File: src/rtl/reg_bus_ctrl.sv
// Register-transfer sequencer: MOV latency 1, ALU latency 2; cmd_ready low while busy.
// Define REG_BUS_CTRL_PIPE_EN to accept back-to-back commands in MOV/ALU_WB/NOP/ERR.
module reg_bus_ctrl #(
  parameter int NREGS = 4
) (
  input  logic             clk,
  input  logic             rst,
  input  logic             cmd_valid,
  output logic             cmd_ready,
  input  logic [1:0]       cmd_op,
  input  logic [2:0]       cmd_src_a,
  input  logic [2:0]       cmd_src_b,
  input  logic [2:0]       cmd_dst,
  output logic [NREGS-1:0] rdata,
  output logic [NREGS-1:0] wdata,
  output logic [NREGS-1:0] raddr,
  output logic [NREGS-1:0] waddr,
  output logic [NREGS-1:0] alu_r_a,
  output logic [NREGS-1:0] alu_r_b,
  output logic [NREGS-1:0] alu_w,
  output logic             done,
  output logic             err
);

  typedef enum logic [2:0] {
    S_IDLE, S_MOV, S_ALU_RD, S_ALU_WB, S_NOP, S_ERR
  } state_t;

  localparam logic [1:0] OP_MOVD = 2'b00;
  localparam logic [1:0] OP_MOVA = 2'b01;
  localparam logic [1:0] OP_ALU  = 2'b10;
  localparam logic [3:0] NR      = 4'(NREGS);

  state_t     state, next_state, cmd_state;
  logic [1:0] op_q;
  logic [2:0] src_a_q, src_b_q, dst_q;
  logic       err_q;
  logic       accept;
  logic       bad_a, bad_b, bad_d;

  function automatic logic [NREGS-1:0] dec(input logic [2:0] idx);
    dec = '0;
    for (int i = 0; i < NREGS; i++)
      if (idx == 3'(i)) dec[i] = 1'b1;
  endfunction

  assign accept = cmd_valid && cmd_ready;
  assign bad_a  = {1'b0, cmd_src_a} >= NR;
  assign bad_b  = {1'b0, cmd_src_b} >= NR;
  assign bad_d  = {1'b0, cmd_dst}   >= NR;

  // First state of the command being offered; out-of-range indices divert to ERR.
  always_comb begin
    cmd_state = S_NOP;
    case (cmd_op)
      OP_MOVD, OP_MOVA: cmd_state = (bad_a || bad_d) ? S_ERR : S_MOV;
      OP_ALU:           cmd_state = (bad_a || bad_b || bad_d) ? S_ERR : S_ALU_RD;
      default:          cmd_state = S_NOP;
    endcase
  end

  always_ff @(posedge clk) begin
    if (rst) begin
      state   <= S_IDLE;
      op_q    <= '0;
      src_a_q <= '0;
      src_b_q <= '0;
      dst_q   <= '0;
      err_q   <= 1'b0;
    end else begin
      state <= next_state;
      if (accept) begin
        op_q    <= cmd_op;
        src_a_q <= cmd_src_a;
        src_b_q <= cmd_src_b;
        dst_q   <= cmd_dst;
      end
      if (next_state == S_ERR) err_q <= 1'b1;
    end
  end

  // Accept is only possible in states where cmd_ready may be high.
  always_comb begin
    next_state = S_IDLE;
    if (state == S_ALU_RD)
      next_state = S_ALU_WB;
    else if (accept)
      next_state = cmd_state;
  end

  always_comb begin
    rdata   = '0;
    wdata   = '0;
    raddr   = '0;
    waddr   = '0;
    alu_r_a = '0;
    alu_r_b = '0;
    alu_w   = '0;
    done    = 1'b0;
    cmd_ready = 1'b0;
    case (state)
      S_IDLE: cmd_ready = 1'b1;
      S_MOV: begin
        if (op_q == OP_MOVD) begin
          rdata = dec(src_a_q);
          wdata = dec(dst_q);
        end else begin
          raddr = dec(src_a_q);
          waddr = dec(dst_q);
        end
        done = 1'b1;
`ifdef REG_BUS_CTRL_PIPE_EN
        cmd_ready = 1'b1;
`endif
      end
      S_ALU_RD: begin
        alu_r_a = dec(src_a_q);
        alu_r_b = dec(src_b_q);
      end
      S_ALU_WB: begin
        alu_r_a = dec(src_a_q);
        alu_r_b = dec(src_b_q);
        alu_w   = dec(dst_q);
        done    = 1'b1;
`ifdef REG_BUS_CTRL_PIPE_EN
        cmd_ready = 1'b1;
`endif
      end
      S_NOP: begin
        done = 1'b1;
`ifdef REG_BUS_CTRL_PIPE_EN
        cmd_ready = 1'b1;
`endif
      end
      S_ERR: begin
`ifdef REG_BUS_CTRL_PIPE_EN
        cmd_ready = 1'b1;
`endif
      end
      default: cmd_ready = 1'b0;
    endcase
    if (rst) cmd_ready = 1'b0;
  end

  assign err = err_q;

endmodule
File: config.mk
export PLATFORM = sky130hd
export DESIGN_NAME = reg_bus_ctrl
export DESIGN_NICKNAME = d
export VERILOG_FILES = /design/src/rtl/reg_bus_ctrl.sv
export SDC_FILE = /design/constraint.sdc
export NUM_CORES = 1
export LEC_CHECK = 0
export ABC_AREA = 1
export ABC_CLOCK_PERIOD_IN_PS = 1300
export CAP_MARGIN = 20
export CELL_PAD_IN_SITES_DETAIL_PLACEMENT = 0
export CELL_PAD_IN_SITES_GLOBAL_PLACEMENT = 1
export CORE_MARGIN = 3
export CORE_UTILIZATION = 25
export CTS_CLUSTER_DIAMETER = 30
export DETAILED_ROUTE_END_ITERATION = 7
export GPL_TIMING_DRIVEN = 0
export PLACE_DENSITY_LB_ADDON = 0.1
export SETUP_SLACK_MARGIN = 0.4
export SLEW_MARGIN = 20
export SYNTH_ARGS = -nofsm -noshare
export SYNTH_HDL_FRONTEND = slang
export SYNTH_SLANG_ARGS = --single-unit
File: constraint.sdc
create_clock -name clk -period 1.3 [get_ports clk]
set_input_delay 0.26 -clock clk [delete_from_list [all_inputs] [get_ports clk]]
set_output_delay 0.26 -clock clk [all_outputs]
set_load 0.05 [all_outputs]
==> flow_summary.toml <==
[final_layout]
finish.utilization_pct = 71.4
final_nets = 206
layout_commonest_cell = "nor2_4"
drive_gt1_share_pct = 78.0
n_antenna_cell = 0
area_growth_pct = 169
n_fill_cell = 247
instances_no_fill = 235
final_cell_mix = "26 x nor2_4, 19 x buf_6, 15 x buf_4"

[cts]
cts_tree = "built"
cts-root-buf = "clkbuf_4"
cts_buffer_depth = 2
clkTransAtPathRegs_ns = 0.09
insertion_delay_ns = 0.27
h-tree-depth = 1
cts_buffers = 3
cts_hold_buffers = 0
clock-sinks = 15

[sta]
maxSlewViolCount = 0
clock_skew_ns = 0.00513
maxSlewHeadroom_pct = 54.2
rsz0062_at_grt = "yes"
fin_ws_ns = -0.399
whs_ns = 0.466
finalSetupViolCount = 45
tightest_slew_ns = 0.686
min_period_ns = 1.70
fmax_ghz = 0.589
fin_crit_sh_pct = 131
hold_viol_final = 0

[logic_synthesis]
ys_seq_area_share_pct = 36.5
synth_area_um2 = 822
ys_seq_elements = 15
syn_nets = 139
postSynthCellCount = 125
synth.avg_cell_area_um2 = 6.58
ys_types = 20
ys_warn_count = 0

[hold_path]
hold_class = "input pin to register"

[setup_path]
worstSetupEndpoint = "rdata[0]"
rr_endpoint = "src_b_q[0]"
rr_worst_depth = 9
arrival_ns = 1.44
cp_max_fo = 8
startpoint = "state[2]"
cp-end-kind = "output port"
cp.required_ns = 1.04
critical_path_class = "register to output port"
r2r_slack_ns = -0.20
r2r-start = "state[2]"
start_kind = "register"

[route]
wire_per_inst_um = 13.5
vias_per_cell = 4.60
routed_wl_um = 3160
drtPass1Iterations = 4
drcViolationCount = 0
dr_total_vias = 1082
drt_iter0_markers = 34
ant_nets = 0

[floorplanning]
ios = 45
die_area_um2 = 4010
core-area_um2 = 3100
rows = 20
start_util_pct = 26.5
die_width_um = 63.3
die_y_um = 63.3

[job]
cap_violations = 0

[power_and_ir_drop]
seq_power_share_pct = 40.2
switchingPower_uw = 494
max-vdd-ir-drop_uv = 442
p_leak_uw = 0.000791
power_density_nw_per_um2 = 602
p_comb_share_pct = 40.1
internal_power_uw = 840
clockPowerShare_pct = 19.7
swShare_pct = 37.0

[global_routing]
grt_pass1_wl_um = 4840
grt_pass1_vias = 1063
grt_usage_pct = 14.8
grt_max_degree = 11
use_met3_pct = 2.67
top_usage_layer = "met2"
antenna_found_initial = 0
grt_overflow = 0
met1_usage_pct = 17.7
use_met2_pct = 26.9

[placed_design]
dp_cells = 213
hpwlAfterDp_um = 2040
gp_congestion = 0.690
port_buffers = 44

[outcome]
status = "finished, violations left"
violations = "negative setup slack"
==> per-layer routing <==
metal | vias to the layer above | part of all wire, %
met5 | - | 0
met1 | 503 | 42
met2 | 30 | 53
met3 | 2 | 4.1
met4 | 0 | 0.47
li1 | 547 | -
==> how the worst min path moves through the flow <==
| stage | from | end | cells past startpoint |
|---|---|---|---|
| after global routing | rst | state[1] | 2 |
| after floorplan | rst | state[1] | 1 |
| final | rst | state[1] | 2 |
| after global placement | err | err | 2 |
| after CTS | rst | state[0] | 2 |
| after detailed placement | err | err | 2 |
==> Yosys cell counts <==
cell type,number,area share (%)
nor4_1,2,1.5
nor2_4,1,1.4
inv_1,15,6.8
nand2_2,2,1.5
buf_8,1,1.8
nand2_1,17,7.8
inv_2,1,0.46
nor2_1,29,13
o21ai_0,2,1.2
nor2_2,1,0.76
buf_6,1,1.4
o21ai_2,1,1.1
nor3_1,2,1.2
dfxtp_1,15,37
nand3_4,1,2.1
nand3b_1,1,0.91
o21ai_1,8,4.9
a31oi_1,1,0.76
nand3_1,11,6.7
a21oi_1,13,7.9
==> per-stage QoR <==
stage	TNS (ns)	power (uW)	area [um^2]	setup WS [ns]
2_1_floorplan	-1.92	760	1100	-0.115
3_3_place_gp	-22.71	858	1590	-0.854
3_5_place_dp	-23.38	865	1590	-0.866
4_1_cts	-9.65	1250	1950	-0.416
5_1_grt	-14.12	1400	2210	-0.459
6_report	-11.53	1330	2210	-0.399
==> sequential cells by signal, indices dropped and copies added, names as in the netlist <==
name,count
dst_q,3
src_a_q,3
src_b_q,3
state,3
op_q,2
err,1
==> critical path, cell delays in order (launching register included) <==
cell and delay, ns:
dfxtp_4 0.37, inv_6 0.08, nand2_4 0.06, nor2_4 0.14
nand2_4 0.17, nor2_4 0.13, buf_4 0.19
==> power by group through the flow <==
| stage | registers (uW) | clock network, uW | logic [uW] |
|---|---|---|---|
| after floorplan | 536 | 0 | 224 |
| after global placement | 529 | 0 | 329 |
| after detailed placement | 531 | 0 | 334 |
| after CTS | 528 | 273 | 452 |
| after global routing | 540 | 294 | 570 |
| final | 536 | 263 | 535 |
==> cell type report <==
| type | instances | area (um^2) | area share [%] |
|---|---|---|---|
| buffer | 2 | 35.0 | 1.58 |
| clock buffer | 4 | 26.3 | 1.19 |
| inverter | 16 | 86.3 | 3.90 |
| multi-input combinational | 92 | 982 | 44.4 |
| sequential | 15 | 319 | 14.4 |
| tap | 44 | 55.1 | 2.49 |
| timing repair buffer | 62 | 711 | 32.1 |
==> repair_timing <==
| item | 4_1_cts | 5_1_grt |
|---|---|---|
| setup endpoints to repair | 46 | 46 |
| gates cloned | 2 | 0 |
| gates resized for setup | 261 | 50 |
| hold endpoints to repair | 0 | 0 |
| buffers inserted | 10 | 6 |
| pin swaps | 9 | 12 |
==> cells by family (layout without fill, tap and decap cells) <==
kind of cell	count (synthesis)	after routing	share of synthesized area (%)
and+or+nand+nor	67	67	37.1
buffers and inverters	18	84	10.5
DFF	15	15	36.5
AOI/OAI and AO/OA	25	25	15.8
(Power assumes the default switching activity.)
